**src/rtl/fpu_convert_pipe.sv**
```systemverilog
// Pipelined int<->single-precision float converter with valid/ready handshake,
// RISC-V rounding modes and NV/NX exception flags.
module fpu_convert_pipe #(
  parameter int unsigned STAGES  = 2,
  parameter logic [4:0]  OP_S_W  = 5'b11001,
  parameter logic [4:0]  OP_S_WU = 5'b11010,
  parameter logic [4:0]  OP_W_S  = 5'b10110,
  parameter logic [4:0]  OP_WU_S = 5'b10111
) (
  input  logic        i_clk,
  input  logic        i_rst,
  input  logic        i_valid,
  output logic        o_ready,
  input  logic [4:0]  i_alu_op,
  input  logic [2:0]  i_rm,
  input  logic [31:0] i_operand_a,
  input  logic [31:0] i_rs1_f,
  output logic        o_valid,
  input  logic        i_ready,
  output logic [31:0] o_data_convert,
  output logic [4:0]  o_fflags
);

  typedef enum logic [1:0] {K_CONST, K_I2F, K_F2I} kind_t;

  // Decoded operation carried between the front (decode/LZC/shift) and back (round/pack) halves
  typedef struct packed {
    kind_t       kind;
    logic        sign;
    logic [2:0]  rm;
    logic        wu;
    logic        big;
    logic [32:0] mag;
    logic        guard;
    logic        sticky;
    logic [7:0]  exp;
    logic [31:0] res;
    logic [4:0]  flags;
  } mid_t;

  function automatic logic [5:0] lzc32(input logic [31:0] x);
    logic [5:0] n;
    logic       found;
    n     = 6'd32;
    found = 1'b0;
    for (int unsigned i = 0; i < 32; i++) begin
      if (!found && x[31-i]) begin
        n     = 6'(i);
        found = 1'b1;
      end
    end
    return n;
  endfunction

  function automatic logic round_up(input logic [2:0] rm, input logic sign,
                                    input logic lsb, input logic g, input logic s);
    case (rm)
      3'b001:  return 1'b0;
      3'b010:  return sign & (g | s);
      3'b011:  return !sign & (g | s);
      3'b100:  return g;
      default: return g & (s | lsb);
    endcase
  endfunction

  mid_t        front;
  mid_t        mid;
  logic        mid_valid;
  logic        out_en;
  logic [31:0] back_res;
  logic [4:0]  back_flags;

  logic [31:0] mag_i;
  logic [5:0]  lz;
  logic [31:0] norm;
  logic [7:0]  e_f;
  logic [7:0]  e_eff;
  logic [7:0]  sh;
  logic [23:0] sig;
  logic [49:0] ext;

  always_comb begin
    front    = '0;
    front.rm = (i_rm > 3'd4) ? 3'd0 : i_rm;
    mag_i    = '0;
    lz       = '0;
    norm     = '0;
    e_f      = '0;
    e_eff    = '0;
    sh       = '0;
    sig      = '0;
    ext      = '0;
    if (i_alu_op == OP_S_W || i_alu_op == OP_S_WU) begin
      front.sign = (i_alu_op == OP_S_W) && i_operand_a[31];
      mag_i      = front.sign ? -i_operand_a : i_operand_a;
      lz         = lzc32(mag_i);
      norm       = mag_i << lz;
      if (mag_i == '0) begin
        front.kind = K_CONST;
        front.sign = 1'b0;
      end else begin
        front.kind   = K_I2F;
        front.mag    = {9'd0, norm[31:8]};
        front.guard  = norm[7];
        front.sticky = |norm[6:0];
        front.exp    = 8'd158 - {2'b00, lz};
      end
    end else if (i_alu_op == OP_W_S || i_alu_op == OP_WU_S) begin
      front.wu   = (i_alu_op == OP_WU_S);
      front.sign = i_rs1_f[31];
      e_f        = i_rs1_f[30:23];
      if (e_f == 8'hFF) begin
        // NaN saturates like +inf; only -inf takes the negative limit
        front.kind  = K_CONST;
        front.flags = 5'b10000;
        if (i_rs1_f[22:0] != '0 || !front.sign)
          front.res = front.wu ? 32'hFFFF_FFFF : 32'h7FFF_FFFF;
        else
          front.res = front.wu ? 32'h0000_0000 : 32'h8000_0000;
      end else begin
        front.kind = K_F2I;
        sig        = {(e_f != 8'd0), i_rs1_f[22:0]};
        e_eff      = (e_f == 8'd0) ? 8'd1 : e_f;
        if (e_eff >= 8'd159) begin
          front.big = 1'b1;
        end else if (e_eff >= 8'd150) begin
          sh        = e_eff - 8'd150;
          front.mag = {9'd0, sig} << sh;
        end else begin
          // Beyond 26 places every significand bit is sticky, so clamp the shift
          sh           = 8'd150 - e_eff;
          if (sh > 8'd26) sh = 8'd26;
          ext          = {sig, 26'd0} >> sh;
          front.mag    = {9'd0, ext[49:26]};
          front.guard  = ext[25];
          front.sticky = |ext[24:0];
        end
      end
    end else begin
      front.kind = K_CONST;
    end
  end

  logic        up;
  logic [24:0] sum24;
  logic [32:0] mag_r;
  logic        inexact;

  always_comb begin
    back_res   = mid.res;
    back_flags = mid.flags;
    inexact    = mid.guard | mid.sticky;
    up         = round_up(mid.rm, mid.sign, mid.mag[0], mid.guard, mid.sticky);
    sum24      = {1'b0, mid.mag[23:0]} + 25'(up);
    mag_r      = mid.mag + 33'(up);
    case (mid.kind)
      K_I2F: begin
        back_res   = {mid.sign, mid.exp + 8'(sum24[24]), sum24[22:0]};
        back_flags = {4'b0000, inexact};
      end
      K_F2I: begin
        if (mid.wu) begin
          if (mid.sign) begin
            back_res   = '0;
            back_flags = (mid.big || mag_r != '0) ? 5'b10000 : {4'b0000, inexact};
          end else if (mid.big || mag_r[32]) begin
            back_res   = 32'hFFFF_FFFF;
            back_flags = 5'b10000;
          end else begin
            back_res   = mag_r[31:0];
            back_flags = {4'b0000, inexact};
          end
        end else if (mid.sign) begin
          if (mid.big || mag_r > 33'h0_8000_0000) begin
            back_res   = 32'h8000_0000;
            back_flags = 5'b10000;
          end else begin
            back_res   = -mag_r[31:0];
            back_flags = {4'b0000, inexact};
          end
        end else if (mid.big || mag_r > 33'h0_7FFF_FFFF) begin
          back_res   = 32'h7FFF_FFFF;
          back_flags = 5'b10000;
        end else begin
          back_res   = mag_r[31:0];
          back_flags = {4'b0000, inexact};
        end
      end
      default: begin
        back_res   = mid.res;
        back_flags = mid.flags;
      end
    endcase
  end

  assign out_en = !o_valid || i_ready;

  generate
    if (STAGES == 2) begin : g_two
      mid_t s1_q;
      logic s1_valid;
      always_ff @(posedge i_clk) begin
        if (i_rst) begin
          s1_valid <= 1'b0;
          s1_q     <= '0;
        end else if (o_ready) begin
          s1_valid <= i_valid;
          if (i_valid) s1_q <= front;
        end
      end
      assign o_ready   = !s1_valid || out_en;
      assign mid       = s1_q;
      assign mid_valid = s1_valid;
    end else begin : g_one
      assign o_ready   = out_en;
      assign mid       = front;
      assign mid_valid = i_valid;
    end
  endgenerate

  always_ff @(posedge i_clk) begin
    if (i_rst) begin
      o_valid        <= 1'b0;
      o_data_convert <= '0;
      o_fflags       <= '0;
    end else if (out_en) begin
      o_valid <= mid_valid;
      if (mid_valid) begin
        o_data_convert <= back_res;
        o_fflags       <= back_flags;
      end
    end
  end

endmodule
```
**config.mk**
```make
export PLATFORM = sky130hd
export DESIGN_NAME = fpu_convert_pipe
export DESIGN_NICKNAME = d
export VERILOG_FILES = /design/src/rtl/fpu_convert_pipe.sv
export SDC_FILE = /design/constraint.sdc
export NUM_CORES = 1
export LEC_CHECK = 0
export ABC_AREA = 1
export BUFFER_PORTS_ARGS = -buffer_cell sky130_fd_sc_hd__buf_2
export CORE_UTILIZATION = 35
export CTS_CLUSTER_SIZE = 20
export DETAILED_ROUTE_END_ITERATION = 10
export MAX_ROUTING_LAYER = met4
export SLEW_MARGIN = 10
export SYNTH_ARGS = -nofsm -noshare
export SYNTH_HDL_FRONTEND = slang
export SYNTH_SLANG_ARGS = --single-unit
export TNS_END_PERCENT = 100
```
**constraint.sdc**
```tcl
create_clock -name i_clk -period 9 [get_ports i_clk]
set_input_delay 0.45 -clock i_clk [delete_from_list [all_inputs] [get_ports i_clk]]
set_output_delay 0.45 -clock i_clk [all_outputs]
set_load 0.01 [all_outputs]
```
==> results of run 1 <==
==> cell usage after synthesis, types with 10 or more instances <==
cell      count
a21oi_1     139
inv_1       220
o21ai_1      19
o211ai_1     24
nand2_2      15
dfxtp_1      90
buf_2        19
nor2_1      189
inv_2        15
nor3_1       34
a31oi_1      16
ha_1         11
clkbuf_1     77
nor4_1       16
nor2_2       10
nand3_1     235
or2_2        11
nand2_1     701
mux2i_1      12
o21ai_0     294
xor2_1       61
o21a_1       10
nand4_1      64
==> metrics by stage <==
step                area [um^2]  power [mW]  utilization (%)  hold slack [ns]
finish                    13800        1.36             38.6            0.381
global route              13800        1.44             38.6            0.404
CTS                       13800        1.35             38.6            0.380
detailed placement        13500       0.961             37.7            0.456
global placement          13500       0.958             37.7            0.459
floorplan                 12800       0.810                -            0.443
==> cells in the final DEF, fill, tap and decap left out, types with 3 or more instances in the layout <==
cell | synthesis | final
xor2_1 | 61 | 61
buf_4 | 9 | 13
conb_1 | 1 | 3
a211oi_1 | 9 | 9
nor3_2 | 7 | 7
clkbuf_16 | 0 | 9
nand3_1 | 235 | 235
or2_2 | 11 | 11
nor2_4 | 8 | 8
a31oi_1 | 16 | 16
o221ai_1 | 3 | 3
o211ai_1 | 24 | 24
nor2_2 | 10 | 13
nand2_1 | 701 | 700
mux2i_1 | 12 | 12
inv_2 | 15 | 15
nor3_1 | 34 | 34
clkinv_1 | 6 | 6
o21ai_0 | 294 | 294
o22ai_1 | 3 | 3
o21ai_1 | 19 | 18
nand3_2 | 7 | 7
o31ai_1 | 6 | 6
dfxtp_1 | 90 | 90
o2111ai_1 | 4 | 4
nor2_1 | 189 | 186
xnor2_1 | 7 | 7
nand4_1 | 64 | 64
nand2_2 | 15 | 16
nor4_1 | 16 | 16
o21a_1 | 10 | 10
buf_2 | 19 | 111
a221oi_1 | 3 | 3
a21oi_1 | 139 | 139
ha_1 | 11 | 11
inv_1 | 220 | 220
==> worst max-delay path: cells and delay by family (launching register included) <==
kind / cells / cell delay (ns)
AO/OA/AOI/OAI: 5 / 1.36
XOR/XNOR: 2 / 0.52
adder cells (fa/ha/maj): 2 / 0.40
buffers and inverters: 5 / 0.93
flip-flops: 1 / 0.31
AND/OR/NAND/NOR: 18 / 1.97
==> routing by layer <==
metal | global-route usage, % | wire length [um]
met5 | - | 0
met4 | 6.87 | 1090
met3 | 2.09 | 3170
met2 | 41.2 | 21900
met1 | 36.1 | 23100
==> final cells by class <==
cell class                 instances  area (um^2)  area share (%)
tap                              461          577            4.17
timing repair buffer             124          653            4.73
multi-input combinational       1942         9590            69.4
clock inverter                     5         62.6           0.453
sequential                        90         1800            13.0
inverter                         241          905            6.55
clock buffer                      11          233            1.68
==> logic make-up after synthesis <==
family / count (synthesis)
other: 1
AND/OR/NAND/NOR: 1308
multiplexers: 12
flip-flops: 90
adder cells (fa/ha/maj): 11
XOR/XNOR: 69
buffers and inverters: 361
AO/OA/AOI/OAI: 539
==> report_power, final <==
part	total, mW	switching (mW)	internal [mW]
combinational	0.532	0.375	0.157
clock	0.393	0.176	0.217
sequential	0.434	0.0169	0.417
total	1.36	0.567	0.791
==> sequential cells by signal, indices dropped and copies added (netlist names) <==
name and flops:
g_two.s1_q 54, g_two.s1_valid 1, o_data_convert 32, o_fflags 2
o_valid 1
==> worst max path at each step <==
stage / depth (start not counted) / startpoint / slack [ns] / endpoint
after floorplan: 28 / g_two.s1_q[85] / 4.78 / o_data_convert[14]
after global placement: 28 / i_operand_a[0] / 3.39 / g_two.s1_q[60]
after detailed placement: 29 / i_operand_a[0] / 3.23 / g_two.s1_q[64]
after CTS: 29 / i_operand_a[0] / 3.58 / g_two.s1_q[64]
after global routing: 29 / i_operand_a[0] / 2.89 / g_two.s1_q[60]
final: 32 / g_two.s1_q[85] / 3.40 / o_data_convert[26]
==> insert_results.sql, run 1 <==
INSERT INTO impl_metrics (metric_group, metric, value, unit) VALUES
('clock_network', 'tritoncts', 'done', ''),
('logic_synthesis', 'synth_edf_count', '0', ''),
('placed_design', 'hpwl', '38700', 'um'),
('final_layout', 'antenna_cells', '0', ''),
('die', 'top_level_ports', '115', ''),
('die', 'core_region_area', '35800', 'um^2'),
('global_route', 'remaining_global_route_overflow', '0', ''),
('final_layout', 'final-instance-count-excl-fill', '2874', ''),
('sta', 'fin_crit', '5.60', 'ns'),
('sta', 'worst_clock_skew', '0.00854', 'ns'),
('clock_network', 'clock_tree.buffer_depth', '2', ''),
('detailed_routing', 'detail_route.iter0.violations', '1822', ''),
('logic_synthesis', 'adder_cell_share_of_the_synthesized_area', '1.07', '%'),
('logic_synthesis', 'synth_area_in_xor_xnor', '4.77', '%'),
('worst_setup_path', 'setup.reg_to_reg.worst_slack', '3.40', 'ns'),
('worst_setup_path', 'type_of_destination_of_the_critical_path', 'flip-flop', ''),
('sta', 'final_critical_path_setup_slack', '3.40', 'ns'),
('detailed_routing', 'drt-total-wl', '49300', 'um'),
('worst_setup_path', 'critPathLaunchType', 'flip-flop', ''),
('die', 'dieArea', '37400', 'um^2'),
('logic_synthesis', 'synth_sequential_area_ratio', '14.1', '%'),
('placed_design', 'setup_slack_placement', '3.23', 'ns'),
('status', 'status', 'complete, but fails checks', ''),
('sta', 'finalSetupViolations', '0', ''),
('global_route', 'initial_antenna_violation_count', '0', ''),
('power_and_ir_drop', 'power_density', '98.3', 'nW/um^2'),
('final_layout', 'final_layout_size_suffix_gt1_share', '9.28', '%'),
('global_route', 'largest_net_degree_at_the_start_of_global_routing', '59', ''),
('logic_synthesis', 'synth_top_family_by_area', 'simple AND/OR/NAND/NOR gates', ''),
('min_path', 'worst_hold_path_endpoint', 'o_valid', ''),
('sta', 'grt_setup_unrepaired', 'false', ''),
('logic_synthesis', 'synth_flop_cell', 'dfxtp_1', ''),
('logic_synthesis', 'syn_area', '12800', 'um^2'),
('sta', 'worst_slew_margin_rel', '18.1', '%'),
('detailed_routing', 'remaining_drc_errors', '11', ''),
('logic_synthesis', 'synthDistinctLibCells', '53', ''),
('min_path', 'whs_path_depth', '4', ''),
('sta', 'final_count_of_pins_violating_max_slew', '0', ''),
('min_path', 'min-delay-start', 'i_ready', ''),
('die', 'die_w', '193', 'um'),
('sta', 'fin_setup_tns', '0', 'ns'),
('global_route', 'grt_first_pass_wirelength', '78400', 'um'),
('global_route', 'first_global_vias', '14500', ''),
('worst_setup_path', 'worstRegToRegCells', '32', ''),
('clock_network', 'clkSinkCount', '90', ''),
('clock_network', 'post_cts_repair_setup_buffers', '0', ''),
('sta', 'timing.final.crit_share', '62.3', '%'),
('sta', 'hold_violations', '0', ''),
('worst_setup_path', 'cp_data_arrival_time', '5.89', 'ns'),
('logic_synthesis', 'post_synth_inst_count', '2391', ''),
('min_path', 'hold_path_class', 'in -> reg', ''),
('final_layout', 'layout.nets', '2495', ''),
('status', 'failed_checks', 'design-rule violations', ''),
('power_and_ir_drop', 'power.static_leakage', '6.29', 'nW'),
('logic_synthesis', 'synth_area_per_cell', '5.36', 'um^2'),
('worst_setup_path', 'critical_path_required', '9.29', 'ns'),
('worst_setup_path', 'r2r_startpoint', 'g_two.s1_q[85]', ''),
('clock_network', 'clk_pin_slew_worst_paths', '0.07', 'ns'),
('logic_synthesis', 'synthDominantAreaCellType', 'nand2_1', ''),
('placed_design', 'place.gp.congestion', '0.998', ''),
('logic_synthesis', 'synthesis.yosys.warnings', '0', ''),
('sta', 'worstMarginPinSlew', '1.22', 'ns'),
('logic_synthesis', 'synth-simple-area-share', '45.0', '%'),
('clock_network', 'cts-hold-fix-buffers', '0', ''),
('detailed_routing', 'dr_total_vias', '16200', ''),
('logic_synthesis', 'synth_compound_gate_area_share', '22.8', '%'),
('flow_run', 'drv_cap', '0', ''),
('detailed_routing', 'routed_wire_length_per_instance', '17.2', 'um'),
('detailed_routing', 'drt_first_pass_iters', '9', ''),
('worst_setup_path', 'largest_fanout_on_the_critical_path', '35', ''),
('worst_setup_path', 'crit-reg2reg-capture', 'o_data_convert[26]', '');
No activity file was read; power rests on OpenSTA's default activity.
==> run 2: changes to the inputs <==
==> constraint.sdc (replaced) <==
create_clock -name i_clk -period 5.6 [get_ports i_clk]
set_input_delay 0.28 -clock i_clk [delete_from_list [all_inputs] [get_ports i_clk]]
set_output_delay 0.28 -clock i_clk [all_outputs]
set_load 0.01 [all_outputs]
==> insert_results.sql, run 2 (synthesis gave the netlist of run 1 again) <==
INSERT INTO impl_metrics (metric_group, metric, value, unit) VALUES
('status', 'status', 'complete, but fails checks', ''),
('status', 'failed_checks', 'design-rule violations', ''),
('worst_setup_path', 'worstSetupPathType', 'reg -> reg', ''),
('die', 'row_count', '69', ''),
('clock_network', 'tritoncts', 'done', ''),
('clock_network', 'clock_tree.buffer_depth', '2', ''),
('detailed_routing', 'routed_wire_length_per_instance', '17.1', 'um'),
('min_path', 'min-delay-start', 'i_ready', ''),
('final_layout', 'largest_register_ffs', '54', ''),
('worst_setup_path', 'r2r_startpoint', 'g_two.s1_q[47]', ''),
('clock_network', 'post_cts_repair_setup_buffers', '0', ''),
('worst_setup_path', 'cp_data_arrival_time', '4.99', 'ns'),
('detailed_routing', 'ant_nets', '0', ''),
('clock_network', 'cts-hold-fix-buffers', '0', ''),
('sta', 'timing.final.crit_share', '84.1', '%'),
('sta', 'fin_setup_tns', '0', 'ns'),
('worst_setup_path', 'type_of_destination_of_the_critical_path', 'flip-flop', ''),
('die', 'floorplan.initialDensity', '35.8', '%'),
('worst_setup_path', 'critical_path.most_common_cell', 'o21ai_0', ''),
('global_route', 'grt_first_pass_wirelength', '78300', 'um'),
('final_layout', 'most-common-layout-cells', '700 x nand2_1, 294 x o21ai_0, 235 x nand3_1', ''),
('sta', 'worstMarginPinSlew', '1.10', 'ns'),
('final_layout', 'largest_registers', 'g_two.s1_q x54, o_data_convert x32, o_fflags x2', ''),
('placed_design', 'hpwl', '39000', 'um'),
('sta', 'final_count_of_pins_violating_max_slew', '0', ''),
('die', 'dieArea', '37400', 'um^2'),
('global_route', 'largest_net_degree_at_the_start_of_global_routing', '43', ''),
('sta', 'grt_setup_unrepaired', 'false', ''),
('sta', 'finalSetupViolations', '0', ''),
('sta', 'hold_violations', '0', ''),
('final_layout', 'top_register', 'g_two.s1_q', ''),
('clock_network', 'cts_repair_resize_count', '0', ''),
('placed_design', 'place.gp.congestion', '1.02', ''),
('detailed_routing', 'routed_via_density', '5.58', ''),
('final_layout', 'layout.nets', '2511', ''),
('sta', 'worst_slew_margin_rel', '26.8', '%'),
('detailed_routing', 'detail_route.iter0.violations', '1631', ''),
('detailed_routing', 'remaining_drc_errors', '11', ''),
('power_and_ir_drop', 'ir_drop', '0.109', 'mV'),
('global_route', 'first_global_vias', '14600', ''),
('final_layout', 'area.growth.synth_to_final', '8.81', '%'),
('power_and_ir_drop', 'power.static_leakage', '6.39', 'nW'),
('die', 'core_region_area', '35800', 'um^2'),
('clock_network', 'clkSinkCount', '90', ''),
('final_layout', 'stdcell_area', '14000', 'um^2'),
('final_layout', 'post-route-util', '38.9', '%'),
('die', 'die_w', '193', 'um'),
('global_route', 'remaining_global_route_overflow', '0', ''),
('worst_setup_path', 'critical-path-max-stage-delay', '0.36', 'ns'),
('clock_network', 'htreeDepth', '3', ''),
('flow_run', 'drv_cap', '0', ''),
('die', 'top_level_ports', '115', ''),
('sta', 'fin_crit', '4.71', 'ns'),
('min_path', 'hold_path_class', 'in -> reg', ''),
('power_and_ir_drop', 'power_density', '159', 'nW/um^2'),
('global_route', 'initial_antenna_violation_count', '0', ''),
('clock_network', 'clk-insertion-delay-late', '0.36', 'ns'),
('worst_setup_path', 'setup.worst_path.start', 'g_two.s1_q[47]', ''),
('final_layout', 'antenna_cells', '0', ''),
('clock_network', 'clk_pin_slew_worst_paths', '0.07', 'ns'),
('worst_setup_path', 'critPathLaunchType', 'flip-flop', ''),
('final_layout', 'layout_commonest_cell', 'nand2_1', ''),
('sta', 'max_freq', '212', 'MHz'),
('placed_design', 'buffer_ports.inserted', '111', ''),
('worst_setup_path', 'critical_path_required', '5.88', 'ns'),
('detailed_routing', 'drt_first_pass_iters', '10', ''),
('worst_setup_path', 'largest_fanout_on_the_critical_path', '27', ''),
('detailed_routing', 'dr_total_vias', '16100', ''),
('global_route', 'grt_util_all_layers', '26.2', '%'),
('worst_setup_path', 'cpMaxStageDelayCell', 'ha_1', ''),
('clock_network', 'tritoncts.num_buffers', '9', ''),
('die', 'floorplan_die_height', '193', 'um'),
('placed_design', 'post_dp_cell_area', '13600', 'um^2'),
('final_layout', 'final_layout_size_suffix_gt1_share', '9.96', '%'),
('detailed_routing', 'drt-total-wl', '49300', 'um'),
('sta', 'worst_clock_skew', '0.0163', 'ns'),
('clock_network', 'clock_tree.root_cell', 'clkbuf_16', '');
## run 2: cell count changes in the layout (fill, tap and decap cells not counted), sizes merged
cell,change
clkinv,+2
clkinvlp,-2
buf,+16
inv,+1
clkbuf,-1
## run 2: through the flow
step | std cells | power (mW) | hold WS (ns) | worst slack (ns)
after floorplan | 2393 | 1.30 | 0.428 | 1.38
final | 2890 | 2.22 | 0.211 | 0.892
after global routing | 2890 | 2.35 | 0.212 | 0.435
after detailed placement | 2874 | 1.55 | 0.457 | 0.838
after global placement | 2874 | 1.55 | 0.453 | 0.840
after CTS | 2890 | 2.20 | 0.198 | 0.932
## run 2: final cells by class
class	count	area (um^2)
fill	4040	21900
tap	461	577
timing repair buffer	140	773
clock buffer	10	239
multi-input combinational	1942	9590
inverter	241	905
clock inverter	6	72.6
sequential	90	1800
## run 2: worst paths after layout
check | depth (start not counted) | slack (ns) | to
worst min-delay path | 4 | 0.21 | o_valid
worst max register to register | 28 | 0.89 | o_data_convert[30]
worst min register to register | 2 | 0.46 | g_two.s1_q[78]
worst max-delay path | 28 | 0.89 | o_data_convert[30]
## run 2: critical path, delay by kind of cell, from the launching register on
family | cells | cell delay [ns]
and+or+nand+nor | 13 | 1.76
buffers and inverters | 3 | 0.42
DFF | 1 | 0.33
adders and majority gates | 3 | 0.76
AOI/OAI and AO/OA | 9 | 1.35
## run 2: report_power, final
group | switching, mW | total (mW) | internal, mW
Clock | 0.294 | 0.659 | 0.364
Sequential | 0.0252 | 0.695 | 0.670
Combinational | 0.607 | 0.865 | 0.258
## run 2: metal layers
metal | vias to the layer above | share of wire [%] | global-route usage (%) | wire length (um)
met3 | 86 | 5.8 | 2.60 | 2870
li1 | 8038 | - | - | -
met1 | 7379 | 47 | 35.1 | 23100
met4 | 0 | 2.7 | 7.53 | 1340
met5 | - | 0 | - | 0
met2 | 622 | 45 | 41.7 | 22000
